### config.mk
export PLATFORM = sky130hd
export DESIGN_NAME = ins_loader
export DESIGN_NICKNAME = d
export VERILOG_FILES = /design/src/rtl/ins_loader_pkg.sv /design/src/rtl/ins_loader_edge_sync.sv /design/src/rtl/ins_loader.sv
export SDC_FILE = /design/constraint.sdc
export NUM_CORES = 1
export LEC_CHECK = 0
export BUFFER_PORTS_ARGS = -buffer_cell sky130_fd_sc_hd__buf_2
export CAP_MARGIN = 20
export CORE_MARGIN = 10
export CORE_UTILIZATION = 45
export DETAILED_ROUTE_END_ITERATION = 10
export PLACE_DENSITY = 0.73
export SLEW_MARGIN = 20
export SYNTH_ARGS = -nofsm -noshare
export SYNTH_HDL_FRONTEND = slang
export SYNTH_SLANG_ARGS = --single-unit
### constraint.sdc
create_clock -name CLK -period 4.59 [get_ports CLK]
set_input_delay 0.918 -clock CLK [delete_from_list [all_inputs] [get_ports CLK]]
set_output_delay 0.918 -clock CLK [all_outputs]
set_load 0.005 [all_outputs]
### src/rtl/ins_loader_pkg.sv
// Shared types and helpers for the host instruction loader.
package ins_loader_pkg;

    typedef enum logic [1:0] {IDLE, COLLECT, COMMIT} state_t;

    localparam int BYTES_PER_WORD = 4;

    // Byte index 0 lands in bits [31:24]: the host sends MSB first.
    function automatic logic [31:0] put_byte(input logic [31:0] word,
                                             input logic [1:0]  idx,
                                             input logic [7:0]  b);
        logic [31:0] w;
        w = word;
        w[(BYTES_PER_WORD - 1 - int'(idx)) * 8 +: 8] = b;
        return w;
    endfunction

endpackage

### src/rtl/ins_loader_edge_sync.sv
// Multi-flop synchronizer for an asynchronous level, with single-cycle
// rise/fall pulses taken from the synchronized signal.
module edge_sync #(
    parameter int STAGES = 2
) (
    input  logic clk,
    input  logic rst,
    input  logic d,
    output logic rise,
    output logic fall
);

    logic [STAGES-1:0] sync_q, sync_d;
    logic              prev_q, prev_d;

    always_comb begin
        sync_d = {sync_q[STAGES-2:0], d};
        prev_d = sync_q[STAGES-1];
    end

    always_ff @(posedge clk or posedge rst) begin
        if (rst) begin
            sync_q <= '0;
            prev_q <= 1'b0;
        end else begin
            sync_q <= sync_d;
            prev_q <= prev_d;
        end
    end

    assign rise = sync_q[STAGES-1] & ~prev_q;
    assign fall = ~sync_q[STAGES-1] & prev_q;

endmodule

### src/rtl/ins_loader.sv
// Assembles host bytes (STB/ACK handshake, MSB first) into 32-bit words and
// writes them to instruction memory at an auto-incrementing word address.
module ins_loader
    import ins_loader_pkg::*;
#(
    parameter int ADDR_W      = 8,
    parameter int SYNC_STAGES = 2,
    parameter int TIMEOUT     = 50_000_000
) (
    input  logic              CLK,
    input  logic              RST,
    input  logic [7:0]        DIN,
    input  logic              STB,
    input  logic              START,
    output logic              ACK,
    output logic [31:0]       W_Ins,
    output logic              WE,
    output logic [ADDR_W-1:0] W_ADDR,
    output logic [ADDR_W:0]   WCOUNT,
    output logic              BUSY,
    output logic              ERR
);

    localparam int TMO_W = $clog2(TIMEOUT + 1);
    localparam logic [ADDR_W:0] WCOUNT_MAX = {1'b1, {ADDR_W{1'b0}}};

    logic stb_rise, stb_fall, start_rise;

    edge_sync #(.STAGES(SYNC_STAGES)) u_stb_sync (
        .clk(CLK), .rst(RST), .d(STB), .rise(stb_rise), .fall(stb_fall)
    );

    edge_sync #(.STAGES(SYNC_STAGES)) u_start_sync (
        .clk(CLK), .rst(RST), .d(START), .rise(start_rise), .fall()
    );

    state_t            state_q, state_d;
    logic [1:0]        idx_q, idx_d;
    logic [31:0]       shift_q, shift_d;
    logic [31:0]       w_ins_q, w_ins_d;
    logic [ADDR_W-1:0] addr_q, addr_d;
    logic [ADDR_W:0]   wcount_q, wcount_d;
    logic              err_q, err_d;
    logic              ack_q, ack_d;
    logic              pend_q, pend_d;
    logic [TMO_W-1:0]  tmo_q, tmo_d;
    logic [31:0]       shift_nxt;
    logic              capture;

    // A rise while the previous byte is still acknowledged is a host error.
    assign capture   = stb_rise & ~ack_q;
    assign shift_nxt = put_byte(shift_q, idx_q, DIN);

    always_comb begin
        state_d  = state_q;
        idx_d    = idx_q;
        shift_d  = shift_q;
        w_ins_d  = w_ins_q;
        addr_d   = addr_q;
        wcount_d = wcount_q;
        err_d    = err_q;
        ack_d    = ack_q;
        pend_d   = pend_q;
        tmo_d    = tmo_q;

        if (stb_fall) ack_d = 1'b0;

        case (state_q)
            IDLE: begin
                idx_d = '0;
                tmo_d = '0;
                if (start_rise || pend_q) begin
                    shift_d  = '0;
                    addr_d   = '0;
                    wcount_d = '0;
                    err_d    = 1'b0;
                    ack_d    = 1'b0;
                    pend_d   = 1'b0;
                end else if (capture) begin
                    shift_d = put_byte('0, 2'd0, DIN);
                    idx_d   = 2'd1;
                    ack_d   = 1'b1;
                    state_d = COLLECT;
                end
            end
            COLLECT: begin
                if (start_rise) begin
                    state_d  = IDLE;
                    idx_d    = '0;
                    tmo_d    = '0;
                    shift_d  = '0;
                    addr_d   = '0;
                    wcount_d = '0;
                    err_d    = 1'b0;
                    ack_d    = 1'b0;
                end else if (capture) begin
                    shift_d = shift_nxt;
                    ack_d   = 1'b1;
                    tmo_d   = '0;
                    idx_d   = idx_q + 2'd1;
                    if (idx_q == 2'd3) begin
                        w_ins_d = shift_nxt;
                        idx_d   = '0;
                        state_d = COMMIT;
                    end
                end else if (tmo_q >= TMO_W'(TIMEOUT - 1)) begin
                    state_d = IDLE;
                    idx_d   = '0;
                    tmo_d   = '0;
                    shift_d = '0;
                    err_d   = 1'b1;
                end else begin
                    tmo_d = tmo_q + 1'b1;
                end
            end
            COMMIT: begin
                state_d = IDLE;
                addr_d  = addr_q + 1'b1;
                if (addr_q == {ADDR_W{1'b1}}) err_d = 1'b1;
                if (wcount_q != WCOUNT_MAX) wcount_d = wcount_q + 1'b1;
                // A START seen mid-commit is honoured once the write is done.
                if (start_rise) pend_d = 1'b1;
            end
            default: state_d = IDLE;
        endcase
    end

    always_ff @(posedge CLK or posedge RST) begin
        if (RST) begin
            state_q  <= IDLE;
            idx_q    <= '0;
            shift_q  <= '0;
            w_ins_q  <= '0;
            addr_q   <= '0;
            wcount_q <= '0;
            err_q    <= 1'b0;
            ack_q    <= 1'b0;
            pend_q   <= 1'b0;
            tmo_q    <= '0;
        end else begin
            state_q  <= state_d;
            idx_q    <= idx_d;
            shift_q  <= shift_d;
            w_ins_q  <= w_ins_d;
            addr_q   <= addr_d;
            wcount_q <= wcount_d;
            err_q    <= err_d;
            ack_q    <= ack_d;
            pend_q   <= pend_d;
            tmo_q    <= tmo_d;
        end
    end

    assign ACK    = ack_q;
    assign W_Ins  = w_ins_q;
    assign WE     = (state_q == COMMIT);
    assign W_ADDR = addr_q;
    assign WCOUNT = wcount_q;
    assign BUSY   = (state_q != IDLE);
    assign ERR    = err_q;

endmodule
-- Yosys cells after proc, flatten, opt, wreduce, memory -nomap -nowiden
Index checks and enable logic that the tools add are counted.
Widths: inputs -> output; s select.
- shifts and indexed selects: 2
- order comparisons: 1
- reductions and logical operators: 14
- equality and inequality tests: 17
- bitwise operators: 9
- muxes and demuxes: 44
- add/subtract/negate cells: 6
- operators with widths (cell ; number):
    $mux 32 ; 5
    $mux 26 ; 3
    $pmux 32 s2 ; 1
    $pmux 26 s2 ; 1
    $neg 6->33 ; 1
    $shift 8x33->32 const A ; 1
    $shiftx 8x33->32 ; 1
    $bwmux 32 ; 1
    $mux 9 ; 3
    $pmux 9 s3 ; 1
    $add 26x1->26 const B ; 1
    $ge 26x26->1 const B ; 1
    $pmux 8 s3 ; 1
    $mux 2 ; 9
    $mux 8 ; 2
    $mux 1 ; 12
    $reduce_and 4->1 ; 3
    $add 9x1->9 const B ; 1
    $ne 3x3->1 const B ; 3
    $ne 9x9->1 const B ; 1
    $reduce_and 3->1 ; 3
    $add 8x1->8 const B ; 1
    $eq 8x8->1 const B ; 1
    $ne 2x2->1 const B ; 4
    17 further kinds ; 32
- output and inout bits: 53
- word-level logic and storage cells: 107
- flip-flop bits (word level): 120

-- Logic depth before layout (Yosys ltp)
- depth in word-level cells: 7
- mapped depth: 10
- gate-level depth less buffers: 8

-- Cells and area by module
From an unflattened synthesis, not the netlist that was laid out.
- cell total of the unflattened synthesis: 602
- area, all modules: 5860.6 um2
- by module, submodules not included (module ; cells an instance ; area an instance (um2) ; instances):
    ins_loader ; 590 ; 5672.9 ; 1
    edge_sync ; 6 ; 93.8 ; 2

-- Worst setup path before layout
OpenSTA, ideal clock, no wires.
- path type: register -> register
- start: register state_q[1]
- end: register tmo_q[13]
- path slack: 2452 ps
- stages on the path, launching flop included: 11
- arrival: 2069 ps
- clock period less this slack: 2138 ps
- required time: 4521 ps
- library setup time: 69 ps
- cell sequence: dfrtp_1 > inv_1 > ha_1 > buf_2 > nand3_1 > a2111o_1 > and2_4 > buf_12 > buf_6 > or3_1 > nand3_1
- longest elaborated chain between the ends: 2
- elaborated cells between the ends (all ways): 4
- those cells by class: eq/ne: 1; mux: 1; reduce/logical: 2
- ends and longest elaborated chain (element ; line ; source):
    from (decl) ; ins_loader.sv:37 ; state_t state_q, state_d;
    from (signal assigned) ; ins_loader.sv:141 ; state_q <= state_d;
    $eq 2x1->1 / $logic_not 2->1 (equally long branches) ; ins_loader.sv:68 ; case (state_q)
    $pmux 26 s2 / $reduce_bool 2->1 (equally long branches) ; n/a ;
    to (signal assigned) ; ins_loader.sv:150 ; tmo_q <= tmo_d;
    to (decl) ; ins_loader.sv:46 ; logic [TMO_W-1:0] tmo_q, tmo_d;
Several ways; a longest one is shown, not always the timed one.
A chain may end at the register's enable or synchronous reset.

-- Worst setup path in the final report
- start: register tmo_q[18]
- end: register tmo_q[23]
- longest elaborated chain between the ends: 5
- elaborated cells between the ends (all ways): 6
- those cells by class: add/sub: 1; order compare: 1; mux: 4
- ends and longest elaborated chain (element ; line ; source):
    $add 26x1->26 / $ge 26x26->1 (equally long branches) ; ins_loader.sv:113, ins_loader.sv:106 ;
    $mux 26 (*) ; ins_loader.sv:106 ; end else if (tmo_q >= TMO_W'(TIMEOUT - 1)) begin
    $mux 26 (*) ; ins_loader.sv:96 ; end else if (capture) begin
    $mux 26 (*) ; ins_loader.sv:87 ; if (start_rise) begin
    $pmux 26 s2 (*) ; ins_loader.sv:68 ;
Mark *: on every way between the ends. The rest lies on a longest branch, timed or not.

==> results.yml <==
critical_path:
  cp-end-kind: "flop"
  crit_arrival_ns: 2.98
  timing.critical_path.buf_inv: 1
  max_stage_delay_ns: 0.55
  slowest_stage: "or4b_1"
  crit_type: "flop to flop"
  crit_family: "simple AND/OR/NAND/NOR gates"
  worstPathRequired_ns: 4.89
  cp_max_fo: 23
  setup.worst_path.start_class: "flop"
  crit_chain: "or4b_1 -> nor4_2 -> a2111o_1 -> nand2_1 -> buf_4 -> a32o_1 -> a21o_1"
global_routing:
  grtUsageTotal: 0.161
  grtUsageMet1: 0.217
  use_met3: 0.0508
  grt_max_degree: 81
  grt-busiest-layer: "met2"
  grt_pass1_wl_um: 23900
  grt_antenna_before_repair: 0
  grt_pass1_vias: 4705
  grt_use_met2: 0.239
  grt_overflow: 0
yosys:
  synth.area.top_cells: "dfrtp_1 (51%), a22o_1 (5.6%), a21oi_1 (4.9%), nand2_1 (4.6%), nor2b_1 (3.6%)"
  async_reset_ff_frac: 1.00
  ys_ff_latch: 120
  syn_avg_cell_area_um2: 9.83
  synth_common_cells: "dfrtp_1 (120), nand2_1 (73), a21oi_1 (58), o21ai_1 (42), a22o_1 (38)"
  synth_area_leader_cell: "dfrtp_1"
  synth_cell_types: 58
  netlist_instances: 603
  yosys_warnings: 0
  synth_fp_nets: 628
  syn_area_um2: 5930
  synth_seq_area_share: 0.506
  synth.most_common_cell: "dfrtp_1"
  ys.flop_type: "dfrtp_1"
  synth_edf_count: 0
  synth_top_area_frac: 0.506
finish:
  drive_gt1_frac: 0.173
  final_cells: 837
  nFillCells: 1095
  nNetsFinal: 678
  area_delta_synth_final_pct: 15.8
  insertedDiodeCount: 0
drt:
  drtAntennaViolNets: 0
  num_vias: 4757
  via_per_inst: 5.68
  drcViolationCount: 0
  routed_wirelength_um: 14400
  post_drt_wl_per_cell_um: 17.2
  drtIter0Drc: 496
  dr.pass1.iters: 5
clock_tree:
  cts.sinks: 120
  htree_levels: 4
  clkLatencyLatePin_ns: 0.41
  cts_max_path_buffers: 2
  cts_resized: 0
  cts.reportedPaths.clkPinSlew_ns: 0.05
  clock-root-buffer: "clkbuf_16"
  postCtsSetupBuffers: 0
  cts_hold_buf: 0
  cts_tree: "built"
  cts_buffers: 17
placement:
  dp_hpwl_um: 9810
  port_buffers: 64
  place.gp.congestion: 0.842
  place_ws_ns: 1.61
  place_inst: 806
power_and_ir_drop:
  finalPower_w: 0.00331
  power_density_nw_per_um2: 482
  power_leakage_nw: 3.11
  vdd_drop_max_mv: 0.269
floorplanning:
  die_w_um: 135
  die_h_um: 135
  dieArea_um2: 18200
  pin_count: 65
  core_um2: 12800
  start_util: 0.464
  num_rows: 41
sta:
  setup_ws_ns: 1.91
  tns_ns: 0
  max_freq_mhz: 373
  finalHoldViolations: 0
  finalCriticalPeriod_ns: 2.68
  holdWs_ns: 0.355
  grt_setup_unrepaired: "false"
  maxSlewViolCount: 0
  setup_violations: 0
  clock_skew_ns: 0.00894
  worst_pin_slew_ns: 0.950
  post-route-period-util: 0.584
  slew_headroom: 0.367
flow_run:
  maxCapViolations: 0
run_status:
  outcome: "finished clean"
hold_path:
  hold_path.class: "flop to flop"
==> sequential cells by signal, summed over array words and instances (netlist names), 2 cells and up <==
register             flops
W_Ins                   32
shift_q                 32
tmo_q                   26
WCOUNT                   9
W_ADDR                   8
idx_q                    2
state_q                  2
u_start_sync.sync_q      2
u_stb_sync.sync_q        2
==> report_power, final <==
part           internal (W)  switching [W]
clock              0.000805       0.000451
sequential          0.00115      0.0000810
combinational      0.000277       0.000544
total               0.00224        0.00108
==> kinds of logic after synthesis <==
kind of cell,synth area share
AND/OR/NAND/NOR,0.197
flip-flops,0.506
XOR/XNOR,0.0103
buffers and inverters,0.0422
multiplexers,0.00338
adder cells (fa/ha/maj),0.0274
AO/OA/AOI/OAI,0.214
==> area by class of cell <==
class                           count  area [um^2]  share of cell area
Inverter                           13         51.3             0.00747
Clock inverter                      9         72.6              0.0106
Timing Repair Buffer               67          343              0.0499
Sequential cell                   120         3000               0.437
Clock buffer                       22          494              0.0720
Multi-Input combinational cell    434         2690               0.392
Tap cell                          172          215              0.0313
==> stage by stage <==
| step | area (um^2) | util |
|---|---|---|
| after floorplan | 5930 | - |
| final | 6870 | 0.538 |
| after global routing | 6870 | 0.538 |
| after detailed placement | 6290 | 0.493 |
| after global placement | 6290 | 0.493 |
| after CTS | 6860 | 0.537 |
==> layout by cell type, fill, tap and decap left out, types with 3 or more instances in the layout <==
master,Yosys,routed
and3_1,5,5
xor2_1,4,4
and2_1,7,7
buf_2,4,64
nor2_1,26,26
o21ai_1,42,42
inv_1,13,12
a31oi_1,20,20
nand4_1,3,3
ha_1,13,13
nand3_1,19,18
clkbuf_16,0,17
and4_1,5,5
xnor2_1,3,3
a41oi_1,4,4
a22o_1,38,38
or3_1,3,3
o21ai_0,9,9
nor2b_1,34,34
dfrtp_1,120,120
clkbuf_8,0,5
nor3_1,10,10
buf_4,0,3
clkinv_2,0,7
nand2_1,73,73
nor4b_1,3,3
a21oi_1,58,58
nand2b_1,12,12
o211ai_4,4,4
a21o_1,4,4
==> layer usage <==
layer  wire length (um)  up-vias
met4                244        0
li1                   -     2268
met2               6540      143
met5                  0        -
met1               6730     2320
met3                884       26
==> path summary, 6_finish.rpt <==
kind                                             start                     end  slack [ns]  cells after the start
worst max-delay path                         tmo_q[18]               tmo_q[23]        1.91                      7
worst min-delay path            u_start_sync.sync_q[0]  u_start_sync.sync_q[1]        0.36                      0
worst max register to register               tmo_q[18]               tmo_q[23]        1.91                      7
worst min register to register  u_start_sync.sync_q[0]  u_start_sync.sync_q[1]        0.36                      0
max in group asynchronous                          RST               WCOUNT[4]        3.00                      3
min in group asynchronous                          RST               W_Ins[27]        0.74                      2
No activity file was read; power rests on OpenSTA's default activity.
